===== src/rtl/puzzle_pkg.sv =====
// Shared encodings and width helpers for the sliding-tile puzzle engine.
package puzzle_pkg;

  typedef enum logic [1:0] {
    GS_CHOOSE = 2'b00,
    GS_GAMING = 2'b01,
    GS_INIT   = 2'b10,
    GS_WON    = 2'b11
  } game_status_e;

  localparam int ACT_UP    = 0;
  localparam int ACT_RIGHT = 1;
  localparam int ACT_DOWN  = 2;
  localparam int ACT_LEFT  = 3;

  // Tile code is wide enough for every index plus a dedicated blank bit.
  function automatic int calc_tw(input int n);
    return $clog2(n) + 1;
  endfunction

  function automatic int calc_blank(input int tw);
    return 1 << (tw - 1);
  endfunction

endpackage


===== src/rtl/puzzle_solved_chk.sv =====
// Registered solved detector: every cell holds its own index or the blank,
// with exactly one blank on the board.
module puzzle_solved_chk
  import puzzle_pkg::*;
#(
  parameter int ROWS = 2,
  parameter int COLS = 2,
  localparam int N  = ROWS * COLS,
  localparam int TW = calc_tw(ROWS * COLS)
) (
  input  logic            clk_d,
  input  logic            reset,
  input  logic [N*TW-1:0] board,
  output logic            win_flag
);

  localparam logic [TW-1:0] BLANK_T = TW'(calc_blank(TW));

  logic solved;

  always_comb begin
    int   blanks;
    logic order_ok;
    blanks   = 0;
    order_ok = 1'b1;
    for (int i = 0; i < N; i++) begin
      if (board[(N-1-i)*TW +: TW] == BLANK_T) blanks = blanks + 1;
      else if (board[(N-1-i)*TW +: TW] != TW'(i)) order_ok = 1'b0;
    end
    solved = order_ok && (blanks == 1);
  end

  always_ff @(posedge clk_d) begin
    if (reset) win_flag <= 1'b0;
    else       win_flag <= solved;
  end

endmodule


===== src/rtl/puzzle_engine.sv =====
// Sliding-tile puzzle engine: loads a start board, applies blank moves with
// edge rejection, counts legal moves and reports the solved state.
module puzzle_engine
  import puzzle_pkg::*;
#(
  parameter int ROWS      = 2,
  parameter int COLS      = 2,
  parameter int START_POS = 2,
  parameter int CW        = 8,
  localparam int N  = ROWS * COLS,
  localparam int TW = calc_tw(ROWS * COLS),
  localparam int PW = $clog2(ROWS * COLS)
) (
  input  logic            clk_d,
  input  logic            reset,
  input  logic [1:0]      game_status,
  input  logic            restart,
  input  logic [3:0]      act,
  input  logic [N*TW-1:0] origin_board,
  output logic [N*TW-1:0] board,
  output logic [PW-1:0]   blank_pos,
  output logic [CW-1:0]   move_cnt,
  output logic            move_ok,
  output logic            illegal,
  output logic            win_flag
);

  localparam logic [TW-1:0] BLANK_T = TW'(calc_blank(TW));

  logic [N*TW-1:0] shadow;
  logic [N*TW-1:0] ident_board;
  logic [N*TW-1:0] load_board;
  logic [N*TW-1:0] moved_board;
  logic [N*TW-1:0] blank_board;
  logic            one_hot;
  logic            move_legal;
  logic [PW-1:0]   nb_pos;

  always_comb begin
    ident_board = '0;
    blank_board = '0;
    for (int i = 0; i < N; i++) begin
      ident_board[(N-1-i)*TW +: TW] = TW'(i);
      blank_board[(N-1-i)*TW +: TW] = BLANK_T;
    end
  end

  always_comb begin
    load_board = shadow;
    load_board[(N-1-START_POS)*TW +: TW] = BLANK_T;
  end

  // Row/column of the blank decide which directions leave the board.
  always_comb begin
    int bp;
    int row;
    int col;
    bp         = int'(blank_pos);
    row        = bp / COLS;
    col        = bp % COLS;
    one_hot    = (act != 4'd0) && ((act & (act - 4'd1)) == 4'd0);
    move_legal = 1'b0;
    nb_pos     = blank_pos;
    if (one_hot) begin
      if (act[ACT_UP] && row != 0) begin
        move_legal = 1'b1;
        nb_pos     = PW'(bp - COLS);
      end
      if (act[ACT_DOWN] && row != ROWS - 1) begin
        move_legal = 1'b1;
        nb_pos     = PW'(bp + COLS);
      end
      if (act[ACT_LEFT] && col != 0) begin
        move_legal = 1'b1;
        nb_pos     = PW'(bp - 1);
      end
      if (act[ACT_RIGHT] && col != COLS - 1) begin
        move_legal = 1'b1;
        nb_pos     = PW'(bp + 1);
      end
    end
  end

  always_comb begin
    logic [TW-1:0] nb_tile;
    nb_tile = BLANK_T;
    for (int i = 0; i < N; i++) begin
      if (i == int'(nb_pos)) nb_tile = board[(N-1-i)*TW +: TW];
    end
    moved_board = board;
    for (int i = 0; i < N; i++) begin
      if (i == int'(blank_pos))   moved_board[(N-1-i)*TW +: TW] = nb_tile;
      else if (i == int'(nb_pos)) moved_board[(N-1-i)*TW +: TW] = BLANK_T;
    end
  end

  always_ff @(posedge clk_d) begin
    if (reset) begin
      board     <= blank_board;
      shadow    <= ident_board;
      blank_pos <= PW'(START_POS);
      move_cnt  <= '0;
      move_ok   <= 1'b0;
      illegal   <= 1'b0;
    end else begin
      move_ok <= 1'b0;
      illegal <= 1'b0;
      case (game_status_e'(game_status))
        GS_CHOOSE: shadow <= origin_board;
        GS_INIT: begin
          board     <= load_board;
          blank_pos <= PW'(START_POS);
          move_cnt  <= '0;
        end
        GS_GAMING: begin
          if (restart) begin
            board     <= load_board;
            blank_pos <= PW'(START_POS);
            move_cnt  <= '0;
          end else if (act != 4'd0) begin
            if (move_legal) begin
              board     <= moved_board;
              blank_pos <= nb_pos;
              move_ok   <= 1'b1;
              if (move_cnt != {CW{1'b1}}) move_cnt <= move_cnt + 1'b1;
            end else begin
              illegal <= 1'b1;
            end
          end
        end
        GS_WON: shadow <= ident_board;
        default: ;
      endcase
    end
  end

  puzzle_solved_chk #(
    .ROWS(ROWS),
    .COLS(COLS)
  ) u_solved_chk (
    .clk_d   (clk_d),
    .reset   (reset),
    .board   (board),
    .win_flag(win_flag)
  );

endmodule

===== config.mk =====
export PLATFORM = sky130hd
export DESIGN_NAME = puzzle_engine
export DESIGN_NICKNAME = d
export VERILOG_FILES = /design/src/rtl/puzzle_pkg.sv /design/src/rtl/puzzle_solved_chk.sv /design/src/rtl/puzzle_engine.sv
export SDC_FILE = /design/constraint.sdc
export NUM_CORES = 1
export LEC_CHECK = 0
export BUFFER_PORTS_ARGS = -buffer_cell sky130_fd_sc_hd__buf_2
export CAP_MARGIN = 20
export CORE_AREA = 2 2 65 67
export DETAILED_ROUTE_END_ITERATION = 8
export DIE_AREA = 0 0 67 69
export PLACE_DENSITY = 0.87
export SYNTH_ARGS = -nofsm -noshare
export SYNTH_HDL_FRONTEND = slang
export SYNTH_SLANG_ARGS = --single-unit

===== constraint.sdc =====
create_clock -name clk_d -period 5.92 [get_ports clk_d]
set_input_delay 1.184 -clock clk_d [delete_from_list [all_inputs] [get_ports clk_d]]
set_output_delay 1.184 -clock clk_d [all_outputs]
set_load 0.03 [all_outputs]

==> impl.org <==
** STA
- RSZ-0062 raised after global routing :: false
- For the pin with the worst max-slew slack, the measured transition is a little over 700 ps.
- Total negative slack :: 0 ps
- Maximum operating frequency :: approximately 330 MHz
- On the final layout, the worst clock skew is 8.741 ps.
- Headroom to the max-slew limit came out at between 50% and 60%.
- Share of the clock period used by the worst path :: 51.24%
- Number of pins with negative max-slew slack in the final report :: 0
- Setup violations remaining at the end of the flow were counted as 0.
- The number of hold-slack violations in the final timing report was 0.
- After layout, the minimum clock period comes to 3033 ps.
- Worst Slack Setup Final :: around 2900 ps

** Route
- First-pass DRT Iterations :: 4
- Total Routed Length :: between 5000 and 6000 µm
- The detailed router finished its first iteration with a little over 200 violations.
- In the final routed layout, each cell accounts on average for 15.64 µm.
- The detail route stage leaves a number of antenna-violating nets equal to 0.
- Detailed routing inserted a total of ~2300 vias.
- Routed vias/inst :: 6.262
- In the routed design, unresolved DRC markers number 0.

** Setup path
- In this run the worst path has a maximum fanout of 16.
- CP Class :: in -> reg
- Nature of the critical path startpoint :: primary input
- Worst endpoint data arrival time :: 3220 ps
- Crit. End Element :: register
- For the worst setup path, the data required time is ~6100 ps.
- Setup slack on the worst reg-to-reg path comes out at roughly 3000 ps.

** Floorplanning
- In this run the vertical extent of the chip is 69 µm.
- Core Region :: 0.003914 mm²
- From left edge to right edge, the die measures between 60 and 70 µm.
- IO Pins :: 46
- Area of the die :: 0.004623 mm²
- Initial Utilization :: ~57%
- The floorplan has 23 rows.

** Placement
- During placement, the flow inserted port buffers numbering 42.
- After detailed placement, the design holds a cell count of 354.
- Prior to clock tree synthesis, the placed netlist has a worst setup slack of approximately 2600 ps.
- Global placer's final weighted congestion :: 0.9209
- Once detailed placement completed, the half-perimeter wirelength came to slightly above 4000 µm.

** Pwr
- Flop pwr share :: between 30% and 40%
- Worst-case vdd ir drop :: approximately 200 µV
- The design draws approximately 0.67 mW.
- Combinational Power Share :: a little over a fifth
- Part of the total power dissipated in the clock network :: 40.8%
- Power spread over the standard cell area amounts to about 260 mW/mm².
- Summed over all nets, the switching power comes to approximately 0.2 mW.
- For this design the static power due to leakage is roughly 1.1 nW.
- Switching power share of the total :: 29.75%
- Internal power comes to approximately 0.47 mW.

** Finish
- Final Net Count :: between 300 and 400
- Most common cell after layout, fill and taps aside :: sky130_fd_sc_hd__buf_2
- Ant. Diodes :: 0
- Across the whole layout, storage elements account for slightly below 700 µm².
- Leaving out filler cells and counting taps, the final layout contains ~360.
- Growth of design area from synthesis to finish :: 16.20%
- Summing all multi-input logic gate instances after layout gives 0.001420 mm².
- Total of fill cells in the finished design :: approximately 360
- Measured on the finished design, the core utilization comes to about two thirds.
- Fraction of layout instances using a drive strength above 1 :: between 20% and 30%
- Top library cells by usage in the layout, fill and taps aside :: 42 x sky130_fd_sc_hd__buf_2, 34 x sky130_fd_sc_hd__dfxtp_1, 24 x sky130_fd_sc_hd__nor2_1

** Global routing
- Pin count of the biggest net entering global routing :: 34
- GRT Total Usage :: 26.40%
- Initial antenna violation count :: 0
- The via count of the first global-routing pass came to approximately 2100.
- Grt total ovfl :: 0
- The first global-routing pass estimated about 9700 µm of wire.

** CTS
- CTS tree :: built
- The clock passes through at most 2 buffers.
- Total number of clock tree sinks :: 34
- Clock root buffer :: sky130_fd_sc_hd__clkbuf_8
- Clock-pin slew of the registers on the worst-case setup and hold paths :: ~80 ps
- Cts hold-fix bufs :: 0
- The H-tree was split into 2 levels.
- Cts repair resizes :: 0
- For the worst-skew pair, the clock arrives at the later sink with an insertion delay of 310 ps.
- Once the clock tree was built, the setup fixing pass inserted 0 buffers.
- Counting the buffers created by CTS gives 5.

** Synthesis
- Summing every instance area after synthesis gives around 0.0022 mm².
- Summing the sequential cell areas from Yosys gives between 30% and 40% of the chip area.
- The synthesized design contains 0 enable-type register cells.
- Synthesized netlist net count :: slightly above 300
- Share of synthesized registers carrying an async set or reset :: 0%
- A synthesized cell averages around 8 µm².
- Cell count after synthesis :: around 280
- Counting flops and latches in the post-synthesis netlist gives 34.
- In the synthesized netlist the dominant register cell turns out to be sky130_fd_sc_hd__dfxtp_1.
- Unique cell type count in the Yosys netlist :: 56
- Yosys printed 0 warnings.

** Run
- Across the run, the number of max-cap violations was 0.

** Outcome
- Result of the run :: finished, final reports clean

** Min path
- Path class of the lowest-slack min-delay path :: reg -> reg
[worst paths after layout]
kind         depth (start not counted)            from   endpoint
max                                  8  game_status[1]   board[5]
min                                  2       shadow[2]  shadow[2]
max reg2reg                          8    blank_pos[0]   board[8]
min reg2reg                          2       shadow[2]  shadow[2]
[registers in the layout, indices dropped and copies added (netlist names)]
register	cells
blank_pos	2
illegal	1
move_cnt	8
shadow	9
u_solved_chk.win_flag	1
move_ok	1
board	12
[critical path: stages]
cell	delay, ps
sky130_fd_sc_hd__buf_2	110
sky130_fd_sc_hd__inv_1	50
sky130_fd_sc_hd__ha_1	160
sky130_fd_sc_hd__nor2b_1	590
sky130_fd_sc_hd__a31o_2	470
sky130_fd_sc_hd__nor2_1	90
sky130_fd_sc_hd__a311o_1	380
sky130_fd_sc_hd__o32a_1	190
[metrics by stage]
stage / area (µm²) / hold WS, ps
floorplan: 2217 / 446.5
global placement: 2434 / 465.2
CTS: 2576 / 485.2
finish: 2576 / 488.1
global route: 2576 / 502.2
detailed placement: 2434 / 473.6
[metal layers]
layer	vias to the layer above	global-route usage, %	share of wire (%)
li1	1103	-	-
met1	1066	35.50	43
met2	81	39.82	48
met3	17	7.993	6.9
met4	0	8.844	2.1
met5	-	0	0
[power by group through the flow]
stage	Combinational [mW]	Sequential, mW	Clock [mW]
after detailed placement	0.142	0.260	0
after global routing	0.159	0.258	0.286
after CTS	0.143	0.255	0.274
final	0.143	0.256	0.275
after floorplan	0.0898	0.275	0
after global placement	0.138	0.260	0
[cells in the mapped netlist (2+ instances only)]
cell	instances	area [µm²]
sky130_fd_sc_hd__and3_1	3	18.77
sky130_fd_sc_hd__nor2_1	24	90.09
sky130_fd_sc_hd__o32ai_1	3	26.28
sky130_fd_sc_hd__or3_1	6	37.54
sky130_fd_sc_hd__nor2b_1	8	50.05
sky130_fd_sc_hd__a221oi_1	8	70.07
sky130_fd_sc_hd__ha_1	11	137.6
sky130_fd_sc_hd__inv_1	16	60.06
sky130_fd_sc_hd__o21bai_1	7	52.55
sky130_fd_sc_hd__nor4bb_1	2	20.02
sky130_fd_sc_hd__buf_2	3	15.01
sky130_fd_sc_hd__o21ai_0	8	40.04
sky130_fd_sc_hd__a21o_1	4	30.03
sky130_fd_sc_hd__a211oi_1	2	15.01
sky130_fd_sc_hd__a22oi_1	3	22.52
sky130_fd_sc_hd__a21oi_1	17	85.08
sky130_fd_sc_hd__o31ai_1	3	22.52
sky130_fd_sc_hd__nor3_1	5	25.02
sky130_fd_sc_hd__o221a_1	2	22.52
sky130_fd_sc_hd__o22ai_1	5	31.28
sky130_fd_sc_hd__dfxtp_1	34	680.7
sky130_fd_sc_hd__clkbuf_1	8	30.03
sky130_fd_sc_hd__nand2_2	2	12.51
sky130_fd_sc_hd__nand3_1	17	85.08
sky130_fd_sc_hd__nand4_1	3	18.77
sky130_fd_sc_hd__xor2_1	6	52.55
sky130_fd_sc_hd__o221ai_1	3	26.28
sky130_fd_sc_hd__o21ai_1	5	25.02
sky130_fd_sc_hd__a211oi_2	2	25.02
sky130_fd_sc_hd__nand2_1	16	60.06
sky130_fd_sc_hd__a31oi_1	3	18.77
sky130_fd_sc_hd__or4_1	3	22.52
sky130_fd_sc_hd__nand2b_1	8	50.05
sky130_fd_sc_hd__a31o_2	3	26.28
[cell families (layout without fill, tap and decap cells)]
family,count (synthesis),count (layout),synth area share (%)
buffers and inverters,29,66,5.248
DFF,34,34,30.70
and+or+nand+nor,108,108,26.36
adders and majority gates,11,11,6.208
xor gates and xnor gates,6,6,2.370
AOI/OAI and AO/OA,87,87,29.12
[layout make-up]
cell class,count,share of cell area (%)
flip-flops and latches,34,26.42
clock inverters,2,2.331
clock buffers,6,3.205
repair buffers,42,8.159
inverters,16,2.331
multi-input cells,212,55.12
well taps,50,2.428
No activity file was read; power rests on OpenSTA's default activity.
